===== src/rtl/mp_arbiter.sv =====
// Round-robin arbiter with burst hold sharing one multiplier among NREQ requesters.
// Optional per-requester grant counters enabled by defining MP_ARBITER_STATS_EN.
module mp_arbiter #(
  parameter int NREQ       = 3,
  parameter int MP_LATENCY = 2,
  parameter int BURST_MAX  = 4
) (
  input  logic                 clk,
  input  logic                 rst,
  input  logic [NREQ-1:0]      req_i,
  input  logic [24*NREQ-1:0]   mpcand_i,
  input  logic [16*NREQ-1:0]   mplier_i,
  output logic [NREQ-1:0]      gnt_o,
  output logic [23:0]          mpcand_o,
  output logic [15:0]          mplier_o,
  input  logic [23:0]          mprod_i,
  output logic [23:0]          prod_o,
  output logic [NREQ-1:0]      prod_valid_o
`ifdef MP_ARBITER_STATS_EN
  ,
  output logic [16*NREQ-1:0]   grant_cnt_o
`endif
);

  localparam int IDX_W = (NREQ > 1) ? $clog2(NREQ) : 1;
  localparam int CNT_W = 4;
  localparam logic [CNT_W-1:0] BURST_LIM = CNT_W'(BURST_MAX);
  localparam logic [IDX_W-1:0] LAST_IDX  = IDX_W'(NREQ - 1);

  logic [IDX_W-1:0] last_owner;
  logic [CNT_W-1:0] burst_cnt;
  logic             gnt_any;
  logic [IDX_W-1:0] gnt_idx;

  // burst_cnt of zero means the previous cycle was idle, so no owner is held
  always_comb begin : arb_search
    int               cand;
    logic [IDX_W-1:0] cand_idx;
    gnt_any  = 1'b0;
    gnt_idx  = last_owner;
    cand     = 0;
    cand_idx = '0;
    if (!rst) begin
      if ((burst_cnt != '0) && (burst_cnt < BURST_LIM) && req_i[last_owner]) begin
        gnt_any = 1'b1;
      end else begin
        for (int i = 1; i <= NREQ; i++) begin
          cand = int'(last_owner) + i;
          if (cand >= NREQ) cand = cand - NREQ;
          cand_idx = IDX_W'(cand);
          if (!gnt_any && req_i[cand_idx]) begin
            gnt_any = 1'b1;
            gnt_idx = cand_idx;
          end
        end
      end
    end
  end

  assign gnt_o = gnt_any ? (NREQ'(1) << gnt_idx) : '0;

  always_comb begin
    mpcand_o = '0;
    mplier_o = '0;
    for (int k = 0; k < NREQ; k++) begin
      if (gnt_o[k]) begin
        mpcand_o = mpcand_i[24*k +: 24];
        mplier_o = mplier_i[16*k +: 16];
      end
    end
  end

  always_ff @(posedge clk) begin
    if (rst) begin
      last_owner <= LAST_IDX;
      burst_cnt  <= '0;
    end else if (!gnt_any) begin
      burst_cnt <= '0;
    end else begin
      last_owner <= gnt_idx;
      if ((gnt_idx == last_owner) && (burst_cnt != '0)) begin
        if (burst_cnt < BURST_LIM) burst_cnt <= burst_cnt + 1'b1;
      end else begin
        burst_cnt <= CNT_W'(1);
      end
    end
  end

  // ---- tag pipeline: grant travels alongside the multiplier latency ----
  logic [NREQ-1:0] vld_p [MP_LATENCY];

  always_ff @(posedge clk) begin
    if (rst) begin
      for (int s = 0; s < MP_LATENCY; s++) vld_p[s] <= '0;
    end else begin
      vld_p[0] <= gnt_o;
      for (int s = 1; s < MP_LATENCY; s++) vld_p[s] <= vld_p[s-1];
    end
  end

  assign prod_valid_o = rst ? '0 : vld_p[MP_LATENCY-1];
  assign prod_o       = mprod_i;

`ifdef MP_ARBITER_STATS_EN
  logic [15:0] grant_cnt [NREQ];

  always_ff @(posedge clk) begin
    if (rst) begin
      for (int k = 0; k < NREQ; k++) grant_cnt[k] <= '0;
    end else begin
      for (int k = 0; k < NREQ; k++) begin
        if (gnt_o[k] && (grant_cnt[k] != 16'hFFFF)) grant_cnt[k] <= grant_cnt[k] + 16'd1;
      end
    end
  end

  for (genvar g = 0; g < NREQ; g++) begin : g_cnt_out
    assign grant_cnt_o[16*g +: 16] = grant_cnt[g];
  end
`endif

endmodule


===== config.mk =====
export PLATFORM = sky130hd
export DESIGN_NAME = mp_arbiter
export DESIGN_NICKNAME = d
export VERILOG_FILES = /design/src/rtl/mp_arbiter.sv
export SDC_FILE = /design/constraint.sdc
export NUM_CORES = 1
export LEC_CHECK = 0
export BUFFER_PORTS_ARGS = -buffer_cell sky130_fd_sc_hd__buf_2
export CORE_MARGIN = 3
export CORE_UTILIZATION = 39
export CTS_BUF_LIST = sky130_fd_sc_hd__clkbuf_16
export CTS_CLUSTER_SIZE = 20
export DETAILED_ROUTE_END_ITERATION = 16
export HOLD_SLACK_MARGIN = 0.03
export PLACE_DENSITY = 0.78
export SLEW_MARGIN = 10
export SYNTH_ARGS = -nofsm -noshare
export SYNTH_HDL_FRONTEND = slang
export SYNTH_SLANG_ARGS = --single-unit

===== constraint.sdc =====
create_clock -name clk -period 3.4 [get_ports clk]
set_input_delay 0.17 -clock clk [delete_from_list [all_inputs] [get_ports clk]]
set_output_delay 0.17 -clock clk [all_outputs]
set_load 0.005 [all_outputs]

==> flow_summary.json <==
{
  "r2r_cells": 8,
  "cts_buffers": 3,
  "cp_slowest_cell": "or4b_4",
  "cap_violations": 0,
  "initial_core_util_pct": 40.8,
  "first_global_vias": 3911,
  "netlist_area_um2": 3180,
  "powerDensity_nw_per_um2": 844,
  "synth-main-ff-cell": "dfxtp_1",
  "seq_area_frac_synth_pct": 7.54,
  "timing.final.crit_share_pct": 97.5,
  "synth_cell_types": 46,
  "grt_setup_unrepaired": "false",
  "cts_tree": "built",
  "ir_drop_v": 0.000428,
  "fp.dieW_um": 96.4,
  "slew-limit-headroom_pct": 59.9,
  "antennaDiodeCount": 0,
  "cp-start-kind": "flop",
  "antenna_found_initial": 0,
  "routed.top_layer": "met4",
  "min_from": "rst",
  "overflow": 0,
  "ff2ff_setup_slack_ps": 790,
  "cts.path.max_buffers": 2,
  "route.detailed.drc": 0,
  "critPathCaptureType": "primary output",
  "drt_first_pass_iters": 5,
  "grt_usage_pct": 23.6,
  "drv_slew": 0,
  "synth_area_leaders": "a22o_1 (22%), o2111ai_1 (11%), o211ai_1 (10%)",
  "place_ws_ps": 105,
  "cp.required_ps": 3230,
  "fin_setup_tns_ps": 0,
  "yosys.area.top_type": "a22o_1",
  "power_leakage_uw": 0.00194,
  "netlist_instances": 468,
  "worst_slew_pin_slew_ps": 600,
  "timing.rr.start": "last_owner[0]",
  "portBuffers": 170,
  "wl_met2_mm": 5.98,
  "wire_per_inst_um": 17.6,
  "hold_viol": 0,
  "clk_latency_ps": 240,
  "regToRegEndpoint": "burst_cnt[1]",
  "setup_viol": 0,
  "dr_wl_met3_um": 903,
  "die-area_um2": 9290,
  "fin_nets": 740,
  "outcome": "complete, no violations",
  "synth_top_area_share_pct": 22.0,
  "max_freq_ghz": 0.302,
  "critical_path_peak_fanout": 19,
  "die-height_um": 96.4,
  "path_class": "flop to primary output",
  "clock-sinks": 12,
  "ioPinCount": 219,
  "area.growth.synth_to_final_pct": 28.5,
  "drive_gt1_share_pct": 37.1,
  "critPathMaxStageDelay_ps": 540,
  "path_cells": "clkinv_1 -> ha_2 -> and2_1 -> or4b_4 -> and2_4 -> o22a_4 -> a2111oi_4 -> buf_4 -> buf_6 -> a22o_1 -> buf_2",
  "syn_avg_cell_area_um2": 6.80,
  "ys.warnings.count": 0,
  "whs_path_depth": 2,
  "arrival_ps": 3150,
  "rows": 32,
  "cts_hold_buf": 0,
  "cp_top_family": "simple AND/OR/NAND/NOR gates",
  "m1WireLength_mm": 4.81,
  "finalCriticalPeriod_ps": 3320,
  "vias": 4349,
  "skew_ps": 0.835,
  "core_um2": 7810,
  "async_reset_ff_share_pct": 0,
  "viasPerCell": 6.33,
  "min_to": "vld_p[0][3]",
  "grt_start_max_net_pins": 81,
  "detailed_place_hpwl_mm": 8.17,
  "ant_nets": 0,
  "synthesis.nets": 622,
  "path_clk_slew_ps": 40,
  "drt-initial-drc-count": 299,
  "synth_edf_count": 0,
  "grt_pass1_wl_mm": 18.0,
  "crit_buf_inv": 4,
  "crit_path_start": "last_owner[0]",
  "place_congestion": 0.846,
  "finalWirelength_mm": 12.1,
  "fin_ws_ps": 84.2,
  "cts_max_level": 1,
  "hold_path_class": "primary input to flop",
  "synth-seq-cells": 12,
  "clockRootBuffer": "clkbuf_16"
}
area by class of cell:
class                           instances  area (um^2)
Multi-Input combinational cell        369         2570
Sequential cell                        12          243
Inverter                                6         22.5
Timing Repair Buffer                  194         1050
Clock buffer                            3         75.1
Tap cell                              102          128
Clock inverter                          1         3.75
Fill cell                             756         3720
state kept, by name, summed over array words and instances (netlist names):
name,cells
burst_cnt,4
vld_p,6
last_owner,2
kinds of logic (layout without fill, tap and decap cells):
group / after synthesis / in the layout / share of synthesized area (%)
AND/OR/NAND/NOR: 166 / 167 / 24.5
flip-flops: 12 / 12 / 7.54
adder cells (fa/ha/maj): 5 / 5 / 1.96
AO/OA/AOI/OAI: 196 / 196 / 51.2
multiplexers: 1 / 1 / 0.314
buffers and inverters: 88 / 204 / 14.5
how the worst max path moves through the flow:
stage	cells after the start	slack [ps]	to
final	11	80	mplier_o[10]
after global routing	11	5	mpcand_o[2]
after CTS	10	4	mpcand_o[11]
after detailed placement	9	110	mpcand_o[18]
after global placement	10	220	mpcand_o[21]
after floorplan	12	30	mpcand_o[14]
synth_stat cells (2+ instances only):
cell type   n
nand2_1    83
a22o_1     80
clkbuf_1   44
nand3_1    43
o211ai_1   43
o2111ai_1  40
buf_4      24
dfxtp_1    12
buf_2       9
nor2b_1     9
nor2_1      7
a21oi_1     5
ha_1        5
inv_1       5
o21ai_0     5
a211oi_1    4
and2b_1     4
buf_6       4
nand2b_1    4
nor3_1      4
o21a_1      4
o21ai_1     4
and3_1      2
and3b_1     2
timing repair:
item	in CTS	in global routing
setup endpoints to repair	41	40
pin swaps	0	3
setup buffers	0	4
cloned	1	1
resized for setup	7	8
where the power goes:
part | switching, uW | internal, uW | total [uW]
clock network | 63.0 | 155 | 218
registers | 30.3 | 190 | 221
logic | 1730 | 1280 | 3010
stage by stage:
step	util, %	hold WS (ps)	std cells	power [uW]	cell area (um^2)
2_1_floorplan	-	242	468	2270	3190
3_3_place_gp	50.0	340	677	2940	3900
3_5_place_dp	50.0	340	677	3020	3900
4_1_cts	51.6	223	682	3320	4030
5_1_grt	52.4	238	687	3750	4090
6_report	52.4	222	687	3450	4090
routing by layer:
layer | vias up | track usage [%]
met5 | - | 0
met4 | 0 | 11.1
met3 | 42 | 2.19
met2 | 247 | 40.4
met1 | 2024 | 29.6
li1 | 2036 | -
cells in the final DEF (no fill, tap or decap), drive strengths merged, types with 2 or more instances in the layout:
master | Yosys | layout
ha | 5 | 5
clkinv | 1 | 2
nor2b | 9 | 10
and3b | 2 | 2
a21oi | 5 | 5
or4b | 2 | 2
a22o | 80 | 80
and2 | 2 | 2
inv | 5 | 5
nor3 | 4 | 4
dfxtp | 12 | 12
nor2 | 7 | 7
o2111ai | 40 | 40
a2111oi | 3 | 3
o21a | 4 | 4
buf | 38 | 194
nand3 | 43 | 43
a211oi | 4 | 4
o21ai | 9 | 9
nand2b | 4 | 4
nand2 | 83 | 83
o211ai | 43 | 43
clkbuf | 44 | 3
and3 | 2 | 2
and2b | 4 | 4
Note: power is estimated with default switching activity, not from simulation.
